===== config.mk =====
export PLATFORM = sky130hd
export DESIGN_NAME = kryssprodukt_seq
export DESIGN_NICKNAME = d
export VERILOG_FILES = /design/src/rtl/kryssprodukt_pkg.sv /design/src/rtl/kryss_mac.sv /design/src/rtl/kryssprodukt_seq.sv
export SDC_FILE = /design/constraint.sdc
export NUM_CORES = 1
export LEC_CHECK = 0
export CORE_MARGIN = 2
export CORE_UTILIZATION = 45
export CTS_BUF_LIST = sky130_fd_sc_hd__clkbuf_8
export DETAILED_ROUTE_END_ITERATION = 6
export HOLD_SLACK_MARGIN = 0.02
export MAX_ROUTING_LAYER = met4
export PLACE_DENSITY = 0.71
export SETUP_SLACK_MARGIN = 0.3
export SYNTH_ARGS = -nofsm -noshare
export SYNTH_HDL_FRONTEND = slang
export SYNTH_SLANG_ARGS = --single-unit

===== constraint.sdc =====
create_clock -name clk -period 21.2 [get_ports clk]
set_input_delay 3.18 -clock clk [delete_from_list [all_inputs] [get_ports clk]]
set_output_delay 3.18 -clock clk [all_outputs]
set_load 0.005 [all_outputs]

===== src/rtl/kryssprodukt_pkg.sv =====
// kryssprodukt_pkg: shared definitions for the sequential cross/dot-product engine.
//   - state_e   : engine FSM states (idle, calculating, result held)
//   - mac_op_e  : accumulator operation applied by kryss_mac
//   - dst_e     : result register written by the current step
//   - step constants for the last step of each sequence
//   - calc_ow() : result component width for a given operand width
package kryssprodukt_pkg;

    typedef enum logic [1:0] {StIdle, StCalc, StDone} state_e;

    typedef enum logic [1:0] {MacLoad, MacAdd, MacSub} mac_op_e;

    typedef enum logic [1:0] {DstX, DstY, DstZ} dst_e;

    typedef logic [2:0] step_t;

    localparam step_t STEP_LAST_CROSS = 3'd5;
    localparam step_t STEP_LAST_DOT   = 3'd2;

    // A W x W signed product needs 2W bits; one extra bit covers the
    // difference of two products or the sum of three.
    function automatic int unsigned calc_ow(input int unsigned w);
        return 2 * w + 1;
    endfunction

endpackage


===== src/rtl/kryss_mac.sv =====
// kryss_mac: one signed W x W multiplier feeding an OW-bit accumulate stage.
// Optional feature macro: KRYSS_DOT_EN (enables the add path used by dot mode).
// Ports:
//   op_a, op_b  in  W   signed multiplier operands
//   acc         in  OW  current value of the destination register
//   op          in  2   MacLoad (res = a*b), MacAdd (res = acc + a*b), MacSub (res = acc - a*b)
//   res         out OW  next value for the destination register
module kryss_mac
    import kryssprodukt_pkg::*;
#(
    parameter int unsigned W  = 8,
    parameter int unsigned OW = calc_ow(W)
) (
    input  logic [W-1:0]  op_a,
    input  logic [W-1:0]  op_b,
    input  logic [OW-1:0] acc,
    input  mac_op_e       op,
    output logic [OW-1:0] res
);

    logic signed [2*W-1:0] prod_raw;
    logic [OW-1:0]         prod;

    assign prod_raw = $signed(op_a) * $signed(op_b);
    assign prod     = {{(OW - 2 * W){prod_raw[2*W-1]}}, prod_raw};

    always_comb begin
        res = prod;
        case (op)
            MacLoad: res = prod;
`ifdef KRYSS_DOT_EN
            MacAdd:  res = acc + prod;
`endif
            MacSub:  res = acc - prod;
            default: res = prod;
        endcase
    end

endmodule


===== src/rtl/kryssprodukt_seq.sv =====
// kryssprodukt_seq: sequential 3-D signed cross-product engine sharing one multiplier.
// Cross product takes six multiply steps; with KRYSS_DOT_EN defined a dot product
// (mode=1) takes three steps and leaves cy/cz at zero.
// Optional feature macro: KRYSS_DOT_EN (adds the mode port and dot-product sequence).
// Ports:
//   clk, rst             clock, asynchronous active-high reset
//   in_valid / in_ready  operand handshake (in_ready is combinational from out_ready)
//   ax..az, bx..bz       signed operand vectors a and b, W bits each
//   mode                 0 = cross, 1 = dot (only with KRYSS_DOT_EN)
//   out_valid/out_ready  result handshake; result held while out_ready is low
//   cx, cy, cz           signed result vector, OW = 2W+1 bits each
module kryssprodukt_seq
    import kryssprodukt_pkg::*;
#(
    parameter int unsigned W  = 8,
    localparam int unsigned OW = calc_ow(W)
) (
    input  logic          clk,
    input  logic          rst,
    input  logic          in_valid,
    output logic          in_ready,
    input  logic [W-1:0]  ax,
    input  logic [W-1:0]  ay,
    input  logic [W-1:0]  az,
    input  logic [W-1:0]  bx,
    input  logic [W-1:0]  by,
    input  logic [W-1:0]  bz,
`ifdef KRYSS_DOT_EN
    input  logic          mode,
`endif
    output logic          out_valid,
    input  logic          out_ready,
    output logic [OW-1:0] cx,
    output logic [OW-1:0] cy,
    output logic [OW-1:0] cz
);

    state_e state_q, state_d;
    step_t  step_q, step_d;

    logic [W-1:0]  ax_q, ay_q, az_q, bx_q, by_q, bz_q;
    logic [OW-1:0] cx_q, cy_q, cz_q;
    logic [OW-1:0] cx_d, cy_d, cz_d;
    logic          mode_q;

    logic          accept;
    step_t         last_step;

    logic [W-1:0]  mac_a, mac_b;
    logic [OW-1:0] mac_acc, mac_res;
    mac_op_e       mac_op;
    dst_e          dst;

    assign in_ready  = (state_q == StIdle) || ((state_q == StDone) && out_ready);
    assign accept    = in_valid && in_ready;
    assign out_valid = (state_q == StDone);
    assign last_step = mode_q ? STEP_LAST_DOT : STEP_LAST_CROSS;

    assign cx = cx_q;
    assign cy = cy_q;
    assign cz = cz_q;

    // Operand and destination selection for the current step.
    always_comb begin
        mac_a  = '0;
        mac_b  = '0;
        mac_op = MacLoad;
        dst    = DstX;
`ifdef KRYSS_DOT_EN
        if (mode_q) begin
            case (step_q)
                3'd0: begin mac_a = ax_q; mac_b = bx_q; mac_op = MacLoad; dst = DstX; end
                3'd1: begin mac_a = ay_q; mac_b = by_q; mac_op = MacAdd;  dst = DstX; end
                3'd2: begin mac_a = az_q; mac_b = bz_q; mac_op = MacAdd;  dst = DstX; end
                default: ;
            endcase
        end else
`endif
        begin
            case (step_q)
                3'd0: begin mac_a = ay_q; mac_b = bz_q; mac_op = MacLoad; dst = DstX; end
                3'd1: begin mac_a = az_q; mac_b = by_q; mac_op = MacSub;  dst = DstX; end
                3'd2: begin mac_a = az_q; mac_b = bx_q; mac_op = MacLoad; dst = DstY; end
                3'd3: begin mac_a = ax_q; mac_b = bz_q; mac_op = MacSub;  dst = DstY; end
                3'd4: begin mac_a = ax_q; mac_b = by_q; mac_op = MacLoad; dst = DstZ; end
                3'd5: begin mac_a = ay_q; mac_b = bx_q; mac_op = MacSub;  dst = DstZ; end
                default: ;
            endcase
        end
    end

    always_comb begin
        case (dst)
            DstX:    mac_acc = cx_q;
            DstY:    mac_acc = cy_q;
            default: mac_acc = cz_q;
        endcase
    end

    kryss_mac #(
        .W  (W),
        .OW (OW)
    ) u_mac (
        .op_a (mac_a),
        .op_b (mac_b),
        .acc  (mac_acc),
        .op   (mac_op),
        .res  (mac_res)
    );

    // Next-state logic.
    always_comb begin
        state_d = state_q;
        step_d  = step_q;
        cx_d    = cx_q;
        cy_d    = cy_q;
        cz_d    = cz_q;
        unique case (state_q)
            StIdle: begin
                if (accept) begin
                    state_d = StCalc;
                    step_d  = '0;
                    cx_d    = '0;
                    cy_d    = '0;
                    cz_d    = '0;
                end
            end
            StCalc: begin
                case (dst)
                    DstX:    cx_d = mac_res;
                    DstY:    cy_d = mac_res;
                    default: cz_d = mac_res;
                endcase
                if (step_q == last_step) begin
                    state_d = StDone;
                    step_d  = '0;
                end else begin
                    step_d = step_q + 3'd1;
                end
            end
            StDone: begin
                if (out_ready) begin
                    if (in_valid) begin
                        state_d = StCalc;
                        step_d  = '0;
                        cx_d    = '0;
                        cy_d    = '0;
                        cz_d    = '0;
                    end else begin
                        state_d = StIdle;
                    end
                end
            end
            default: begin
                state_d = StIdle;
                step_d  = '0;
            end
        endcase
    end

    always_ff @(posedge clk or posedge rst) begin
        if (rst) begin
            state_q <= StIdle;
            step_q  <= '0;
            cx_q    <= '0;
            cy_q    <= '0;
            cz_q    <= '0;
            ax_q    <= '0;
            ay_q    <= '0;
            az_q    <= '0;
            bx_q    <= '0;
            by_q    <= '0;
            bz_q    <= '0;
        end else begin
            state_q <= state_d;
            step_q  <= step_d;
            cx_q    <= cx_d;
            cy_q    <= cy_d;
            cz_q    <= cz_d;
            if (accept) begin
                ax_q <= ax;
                ay_q <= ay;
                az_q <= az;
                bx_q <= bx;
                by_q <= by;
                bz_q <= bz;
            end
        end
    end

`ifdef KRYSS_DOT_EN
    always_ff @(posedge clk or posedge rst) begin
        if (rst) begin
            mode_q <= 1'b0;
        end else if (accept) begin
            mode_q <= mode;
        end
    end
`else
    assign mode_q = 1'b0;
`endif

endmodule


==> impl_metrics.toml <==
[routing]
wl_per_cell_um = 15.8
wirelength_um = 20000
antenna_left = 0
first_pass_iters = 6
drtIter0Drc = 505
num_vias = 6816
avgViaCountPerCell = 5.40
remaining_drc_errors = 0

[yosys]
async_flop_share = 1.00
yosys_register_bits = 104
yosys.area.top_type = "dfrtp_1"
yosys_warnings = 0
synth_edf_count = 0
synth_ff_type = "dfrtp_1"
seq_area_frac_synth = 0.318
synth_top_area_frac = 0.318
syn_area_per_cell_um2 = 8.74
synthesis.nets = 1091
synth_area_mm2 = 0.00819
synth.distinct_cells = 64
synth_area_leaders = "dfrtp_1 (32%), fa_1 (14%), nand2_1 (8.8%)"
syn_inst = 937

[critical_path]
cp.buffers_inverters = 5
path_common_cell = "inv_1"
cp-start-kind = "flip-flop"
path_depth = 25
r2r-start = "step_q[0]"
r2r_cells = 25
rrSetupSlack_ns = 12.67
cp-end-kind = "flip-flop"
crit_required_ns = 21.48
cp-startpoint = "step_q[0]"
critPathArrivalTime_ns = 8.81
cp-endpoint = "cy[15]"
crit_type = "flip-flop to flip-flop"
cp_slowest_cell = "dfrtp_1"
max_stage_delay_ns = 1.09
worstReg2RegEnd = "cy[15]"
crit_path_max_fanout = 34
crit_family = "adder cells"

[clock_network]
cts_resized = 0
numCtsBuffers = 9
cts.htree.levels = 3
post_cts_buffers = 0
clock-sinks = 104
clkTransAtPathRegs_ns = 0.09
cts_root_buf = "clkbuf_8"
cts_hold_buffers = 0
clock_latency_ns = 0.39
tritoncts = "yes"
cts_buffer_depth = 2

[global_route]
antenna_found_initial = 0
grt_pass1_wl_um = 33000
grt_max_degree = 70
grt_overflow_total = 0
grt_pass1_vias = 6640
grt_usage = 0.216

[cells_and_area]
fin_nets = 1184
final_common_cell = "nand2_1"
num_antenna_cells = 0
mostFrequentLayoutCells = "nand2_1 (191), nor2_1 (105), dfrtp_1 (104), clkdlybuf4s50_1 (104), inv_1 (97)"
finish.utilization = 0.538
syn2layout_area_growth_pct = 17.6
drive_gt1_frac = 0.0658

[timing]
period_needed_ns = 8.53
tns_ns = 0
drv_slew = 0
tightestPinTransition_ns = 1.19
report.final.setup_viol = 0
maxSlewHeadroom = 0.207
timing.final.crit_share = 0.402
setup_slack_ns = 12.67
fin_skew_ns = 0.0143
hold_viol = 0
fmax_mhz = 117
rsz0062_at_grt = "no"

[outcome]
status = "complete, no violations"

[hold_path]
min_path_type = "flip-flop to flip-flop"
hold_depth = 2

[floorplan]
core-area_mm2 = 0.0179
ios = 105
dieArea_mm2 = 0.0193
die_h_um = 139
num_rows = 49
start_util = 0.457
die_x_um = 139

[placed_design]
post-place-ws_ns = 12.54
routabilityCongestion = 0.957
portBuffers = 104
post-dp-hpwl_um = 15300

[run]
drv_cap = 0
[worst reg2reg max path: stages, from the launching register on]
cell      delay [ns]
dfrtp_1         1.09
nor3b_1         0.23
a21o_2          0.32
a222oi_1        0.90
nor2_1          0.18
fa_1            0.57
inv_1           0.05
fa_1            0.47
inv_1           0.05
fa_1            0.52
inv_1           0.05
fa_1            0.52
inv_1           0.04
ha_1            0.29
inv_1           0.10
o21ai_1         0.11
a2111o_1        0.47
a221oi_2        0.28
xor2_1          0.22
ha_1            0.32
a211o_1         0.33
or4_1           0.42
nor3_2          0.16
nor4_1          0.08
or3b_4          0.39
a32o_1          0.26
[registers in the layout (all words and copies together) (netlist names)]
| register | cells |
|---|---|
| cy | 17 |
| ax_q | 8 |
| by_q | 8 |
| state_q | 2 |
| cz | 17 |
| ay_q | 8 |
| step_q | 3 |
| bx_q | 8 |
| az_q | 8 |
| bz_q | 8 |
| cx | 17 |
[metrics by stage]
step	area (um2)	hold WS [ns]	std cells
2_1_floorplan	8190	0.445	937
4_1_cts	9620	0.495	1261
6_report	9620	0.487	1262
3_3_place_gp	9440	0.464	1247
5_1_grt	9620	0.523	1262
3_5_place_dp	9440	0.467	1247
[routing by layer]
metal | vias up | routed length [um] | GRT usage
met2 | 218 | 9470 | 0.352
met5 | - | 0 | -
met4 | 0 | 398 | 0.0643
li1 | 3295 | - | -
met1 | 3260 | 9190 | 0.281
met3 | 43 | 919 | 0.0352
[worst min path at each step]
stage,start,end,slack (ns)
6_report,bx_q[3],bx_q[3],0.49
5_1_grt,bx_q[3],bx_q[3],0.52
4_1_cts,bx_q[3],bx_q[3],0.50
3_5_place_dp,bx_q[5],bx_q[5],0.47
3_3_place_gp,by_q[4],by_q[4],0.46
2_1_floorplan,by_q[0],by_q[0],0.44
[cell families after synthesis]
family,Yosys count,synth area share
AND/OR/NAND/NOR,370,0.195
AO/OA/AOI/OAI,169,0.143
buffers and inverters,131,0.0637
flip-flops,104,0.318
adder cells (fa/ha/maj),102,0.208
multiplexers,33,0.0428
XOR/XNOR,28,0.0300
[final cells by class]
type                       count  area, um2
clock buffer                   9        124
clock inverter                 5       52.6
fill                        1687       8280
inverter                      97        367
multi-input combinational    702       5060
sequential                   104       2600
tap                          229        287
timing repair buffer         116       1130
[synthesized netlist by cell type, types with 3 or more instances]
master / number
nor3_1: 4
nor3b_1: 4
o31ai_1: 9
a222oi_1: 8
a21o_1: 8
o22ai_1: 18
a211oi_1: 9
clkbuf_1: 19
buf_2: 9
or3_1: 4
o21bai_1: 4
nand2b_1: 11
or2_2: 14
inv_1: 96
o21ai_0: 25
nand3_1: 4
and3_1: 4
o211ai_1: 5
a32o_1: 6
nor2b_1: 15
a21oi_1: 39
a22o_1: 10
nor2_1: 105
fa_1: 57
xor2_1: 9
dfrtp_1: 104
ha_1: 45
buf_4: 3
xnor2_1: 19
mux2_2: 16
nand2_1: 191
mux2i_1: 17
o21a_1: 5
Power is left out: the tool's default activity adds up to more than one toggle a clock period on the data nets, which glitch-free logic cannot reach.
